$ cat src/rtl/lane_skid_stage.sv
// Lane-masking ready/valid stage: two-entry skid (SLICE_MODE 0) or single register (SLICE_MODE 1).
// Define LANE_SKID_COUNT_EN to add the o_count transfer counter port.

module lane_skid_lane #(
  parameter int LANE_W = 8
) (
  input  logic [LANE_W-1:0] lane_in,
  input  logic              lane_en,
  output logic [LANE_W-1:0] lane_out
);
  assign lane_out = lane_en ? lane_in : '0;
endmodule

module lane_skid_stage #(
  parameter int LANES      = 4,
  parameter int LANE_W     = 8,
  parameter int SLICE_MODE = 0,
  parameter int CNT_W      = 16
) (
  input  logic                    i_clk,
  input  logic                    i_rst,
  input  logic                    i_valid,
  output logic                    o_ready,
  input  logic [LANES*LANE_W-1:0] i_data,
  input  logic [LANES-1:0]        i_mask,
  output logic                    o_valid,
  input  logic                    i_ready,
  output logic [LANES*LANE_W-1:0] o_data,
  output logic [LANES-1:0]        o_mask
`ifdef LANE_SKID_COUNT_EN
  ,
  output logic [CNT_W-1:0]        o_count
`endif
);

  typedef struct packed {
    logic [LANES-1:0][LANE_W-1:0] data;
    logic [LANES-1:0]             mask;
  } word_t;

  logic [LANES-1:0][LANE_W-1:0] lane_in, lane_m;
  word_t cap_w, out_w;
  logic  in_xfer, out_xfer;

  if (LANES < 1) begin : g_bad_lanes
    $error("lane_skid_stage: LANES must be at least 1");
  end
  if (CNT_W < 1) begin : g_bad_cnt
    $error("lane_skid_stage: CNT_W must be at least 1");
  end

  assign lane_in = i_data;

  for (genvar k = 0; k < LANES; k++) begin : g_lane
    lane_skid_lane #(.LANE_W(LANE_W)) u_lane (
      .lane_in (lane_in[k]),
      .lane_en (i_mask[k]),
      .lane_out(lane_m[k])
    );
  end

  assign cap_w.data = lane_m;
  assign cap_w.mask = i_mask;

  assign in_xfer  = i_valid && o_ready;
  assign out_xfer = o_valid && i_ready;

  case (SLICE_MODE)
    0: begin : g_skid
      typedef enum logic [1:0] {EMPTY, ONE, FULL} state_t;
      state_t state_q, state_d;
      word_t  out_q, skid_q;
      logic   rdy_q;
      logic   load_out, load_skid, pop_skid;

      always_comb begin
        state_d   = state_q;
        load_out  = 1'b0;
        load_skid = 1'b0;
        pop_skid  = 1'b0;
        case (state_q)
          EMPTY: if (in_xfer) begin
            state_d  = ONE;
            load_out = 1'b1;
          end
          ONE: begin
            if (in_xfer && !out_xfer) begin
              state_d   = FULL;
              load_skid = 1'b1;
            end else if (in_xfer && out_xfer) begin
              load_out = 1'b1;
            end else if (out_xfer) begin
              state_d = EMPTY;
            end
          end
          FULL: if (out_xfer) begin
            state_d  = ONE;
            pop_skid = 1'b1;
          end
          default: state_d = EMPTY;
        endcase
      end

      // Ready is registered from the next state so i_ready never reaches o_ready combinationally.
      always_ff @(posedge i_clk) begin
        if (i_rst) begin
          state_q <= EMPTY;
          rdy_q   <= 1'b1;
          out_q   <= '0;
          skid_q  <= '0;
        end else begin
          state_q <= state_d;
          rdy_q   <= (state_d != FULL);
          if (load_out)      out_q <= cap_w;
          else if (pop_skid) out_q <= skid_q;
          if (load_skid)     skid_q <= cap_w;
        end
      end

      assign o_ready = rdy_q;
      assign o_valid = (state_q != EMPTY);
      assign out_w   = out_q;
    end
    1: begin : g_reg
      word_t out_q;
      logic  vld_q, rdy_q;

      // rdy_q is kept as the complement of vld_q so o_ready comes straight off a flop.
      always_ff @(posedge i_clk) begin
        if (i_rst) begin
          vld_q <= 1'b0;
          rdy_q <= 1'b1;
          out_q <= '0;
        end else if (in_xfer) begin
          vld_q <= 1'b1;
          rdy_q <= 1'b0;
          out_q <= cap_w;
        end else if (out_xfer) begin
          vld_q <= 1'b0;
          rdy_q <= 1'b1;
        end
      end

      assign o_ready = rdy_q;
      assign o_valid = vld_q;
      assign out_w   = out_q;
    end
    default: begin : g_bad_mode
      $error("lane_skid_stage: SLICE_MODE must be 0 or 1");
    end
  endcase

  assign o_data = out_w.data;
  assign o_mask = out_w.mask;

`ifdef LANE_SKID_COUNT_EN
  logic [CNT_W-1:0] cnt_q;

  always_ff @(posedge i_clk) begin
    if (i_rst)         cnt_q <= '0;
    else if (out_xfer) cnt_q <= cnt_q + 1'b1;
  end

  assign o_count = cnt_q;
`endif

endmodule

$ cat config.mk
export PLATFORM = sky130hd
export DESIGN_NAME = lane_skid_stage
export DESIGN_NICKNAME = d
export VERILOG_FILES = /design/src/rtl/lane_skid_stage.sv
export SDC_FILE = /design/constraint.sdc
export NUM_CORES = 1
export LEC_CHECK = 0
export CAP_MARGIN = 15
export CORE_ASPECT_RATIO = 0.5
export CORE_MARGIN = 2
export CORE_UTILIZATION = 54
export DETAILED_ROUTE_END_ITERATION = 10
export GPL_TIMING_DRIVEN = 1
export PLACE_DENSITY_LB_ADDON = 0.2
export SLEW_MARGIN = 20
export SYNTH_ARGS = -nofsm -noshare
export SYNTH_HDL_FRONTEND = slang
export SYNTH_HIERARCHICAL = 1
export SYNTH_SLANG_ARGS = --single-unit
$ cat constraint.sdc
create_clock -name i_clk -period 2.7 [get_ports i_clk]
set_input_delay 0.54 -clock i_clk [delete_from_list [all_inputs] [get_ports i_clk]]
set_output_delay 0.54 -clock i_clk [all_outputs]
set_load 0.05 [all_outputs]
==> impl_metrics.json <==
{
  "status": "finished, final reports clean",
  "hold_depth": 2,
  "grt-ovfl-total": 0,
  "postSynthCellCount": 407,
  "cts_max_path_buffers": 2,
  "dr.pass1.iters": 4,
  "yosysMostFrequentCell": "nand2_1",
  "place_area_um2": 4270,
  "final_nets": 517,
  "yosysTopAreaCell": "dfxtp_1",
  "drt_iter0_drc": 234,
  "area_growth_pct": 33.6,
  "worstSetupPathType": "reg2out",
  "finalWorstSetupSlack_ps": 321,
  "synth_ff_type": "dfxtp_1",
  "cp_max_fo": 9,
  "ys_seq_area_share_pct": 43.9,
  "antenna_found_initial": 0,
  "ys_seq_elements": 75,
  "synthesis.nets": 447,
  "avgSynthCellArea_um2": 8.40,
  "cp-end-kind": "primary output",
  "hold_path.class": "reg2reg",
  "vias": 3126,
  "gp_congestion": 0.812,
  "drv_cap": 0,
  "holdPathEnd": "g_skid.skid_q[7]",
  "die_y_um": 60.3,
  "cts_buffers": 9,
  "ant_nets": 0,
  "nFillCells": 442,
  "relSlewSlack_pct": 58.0,
  "ctsHoldBuffers": 0,
  "dieArea_um2": 7020,
  "rows": 20,
  "grt_pass1_vias": 3092,
  "synth_edf_count": 0,
  "whs_ps": 455,
  "insertion_delay_ps": 330,
  "cts_root_buf": "clkbuf_16",
  "synthTopCellsByCount": "nand2_1 (110), dfxtp_1 (75), a21oi_1 (72), inv_1 (36), a221oi_2 (34)",
  "timing.fmax_mhz": 420,
  "worst-slew-pin-transition_ps": 630,
  "wirelength_um": 8450,
  "dp_cells": 554,
  "grt_pass1_wl_um": 13800,
  "ios": 78,
  "yosys-top-cells-area": "dfxtp_1 (44%), a221oi_2 (15%), nand2_1 (12%)",
  "r2r-end": "o_mask[1]",
  "port_buffers": 77,
  "rr_worst_depth": 5,
  "cts_tree": "built",
  "power.density_nw_per_um2": 670,
  "ys_types": 25,
  "cp_cell_sequence": "or2_2 -> clkdlybuf4s50_1",
  "drcViolationCount": 0,
  "post_cts_buffers": 0,
  "finalSetupTns_ps": 0,
  "cp-start-kind": "flip-flop",
  "dpl_worst_slack_ps": 393,
  "p_total_mw": 3.06,
  "finalMaxSlewViolations": 0,
  "rrSetupSlack_ps": 870,
  "numClockSinks": 75,
  "cpMaxStageDelayCell": "clkdlybuf4s50_1",
  "drt-vias-per-instance": 5.49,
  "fp.dieW_um": 117,
  "ys_async_sr_fraction_pct": 0,
  "start_util_pct": 56.2,
  "critPathRequiredTime_ps": 2160,
  "max_stage_delay_ps": 790,
  "dpl.hpwl_um": 5460,
  "cts.htree.levels": 3,
  "synth_area_um2": 3420,
  "period_needed_ps": 2380,
  "r2r-start": "g_skid.state_q[1]",
  "coreArea_um2": 6080,
  "track_usage_pct": 25.9,
  "min_from": "g_skid.skid_q[7]",
  "ys_warn_count": 6,
  "drive_above_1_share_pct": 13.3,
  "synth_top_area_share_pct": 43.9,
  "rsz0062_at_grt": "false",
  "fin_skew_ps": 6.05,
  "fin_area_um2": 4570,
  "hold_viol": 0,
  "fin_util_pct": 75.1,
  "grt_max_degree": 52,
  "avgRoutedWirePerCell_um": 14.8,
  "finalSetupViolCount": 0,
  "num_antenna_cells": 0,
  "instances_no_fill": 569,
  "worstPathArrival_ps": 1840,
  "vdd_drop_max_mv": 0.336,
  "leakage_nw": 1.59,
  "fin_crit_sh_pct": 88.1,
  "clk_pin_slew_ps": 60,
  "cts_resized": 0
}
[cells by family after synthesis]
group           share of synthesized area [%]
compound gates                           27.2
buf+inv                                  8.02
flops                                    43.9
mux                                     0.293
simple gates                             20.6
[critical path: cells and delay by family, from the launching register on]
| family | cells | cell delay (ps) |
|---|---|---|
| simple gates | 1 | 190 |
| flops | 1 | 530 |
| buf+inv | 1 | 790 |
[metal layers]
metal  vias to the layer above  global-route usage [%]  part of all wire (%)
met5                         -                       0                     0
met4                         0                    9.86                   1.9
met3                        19                    8.82                   4.4
met2                        83                    45.5                    50
met1                      1515                    29.7                    43
li1                       1509                       -                     -
[report_power, final]
| part | internal, mW | switching (mW) |
|---|---|---|
| Combinational | 0.252 | 0.423 |
| Sequential | 1.17 | 0.0365 |
| Clock | 0.735 | 0.446 |
| Total | 2.15 | 0.905 |
[how the worst max path moves through the flow]
| stage | startpoint | slack, ps | end | depth (start not counted) |
|---|---|---|---|---|
| CTS | g_skid.state_q[1] | 310 | o_valid | 2 |
| global placement | i_ready | 510 | o_data[1] | 6 |
| finish | g_skid.state_q[1] | 320 | o_valid | 2 |
| detailed placement | i_ready | 390 | o_mask[1] | 6 |
| global route | g_skid.state_q[1] | 250 | o_valid | 2 |
| floorplan | o_ready | 860 | o_data[24] | 5 |
[cells in the final DEF, fill, tap and decap left out, drive strengths merged, types with 4 or more instances in the layout]
cell type | netlist | layout
nand2 | 110 | 110
clkdlybuf4s50 | 0 | 76
dfxtp | 75 | 75
a21oi | 73 | 73
inv | 36 | 36
a221oi | 35 | 35
and2 | 32 | 32
buf | 18 | 12
clkbuf | 11 | 11
nor3 | 4 | 4
[state kept, by name (all words and copies together), names as in the netlist]
name and flops:
g_skid.skid_q 36, g_skid.state_q 2, o_data 32, o_mask 4
o_ready 1
[area by class of cell]
class / instances / area [um2] / area share [%]
flip-flops and latches: 75 / 1500 / 32.9
clock inverters: 4 / 51.3 / 1.12
inverters: 36 / 135 / 2.96
clock buffers: 11 / 243 / 5.32
well taps: 88 / 110 / 2.41
repair buffers: 88 / 876 / 19.2
multi-input cells: 267 / 1650 / 36.1
Power figures use the tool's default switching activity.
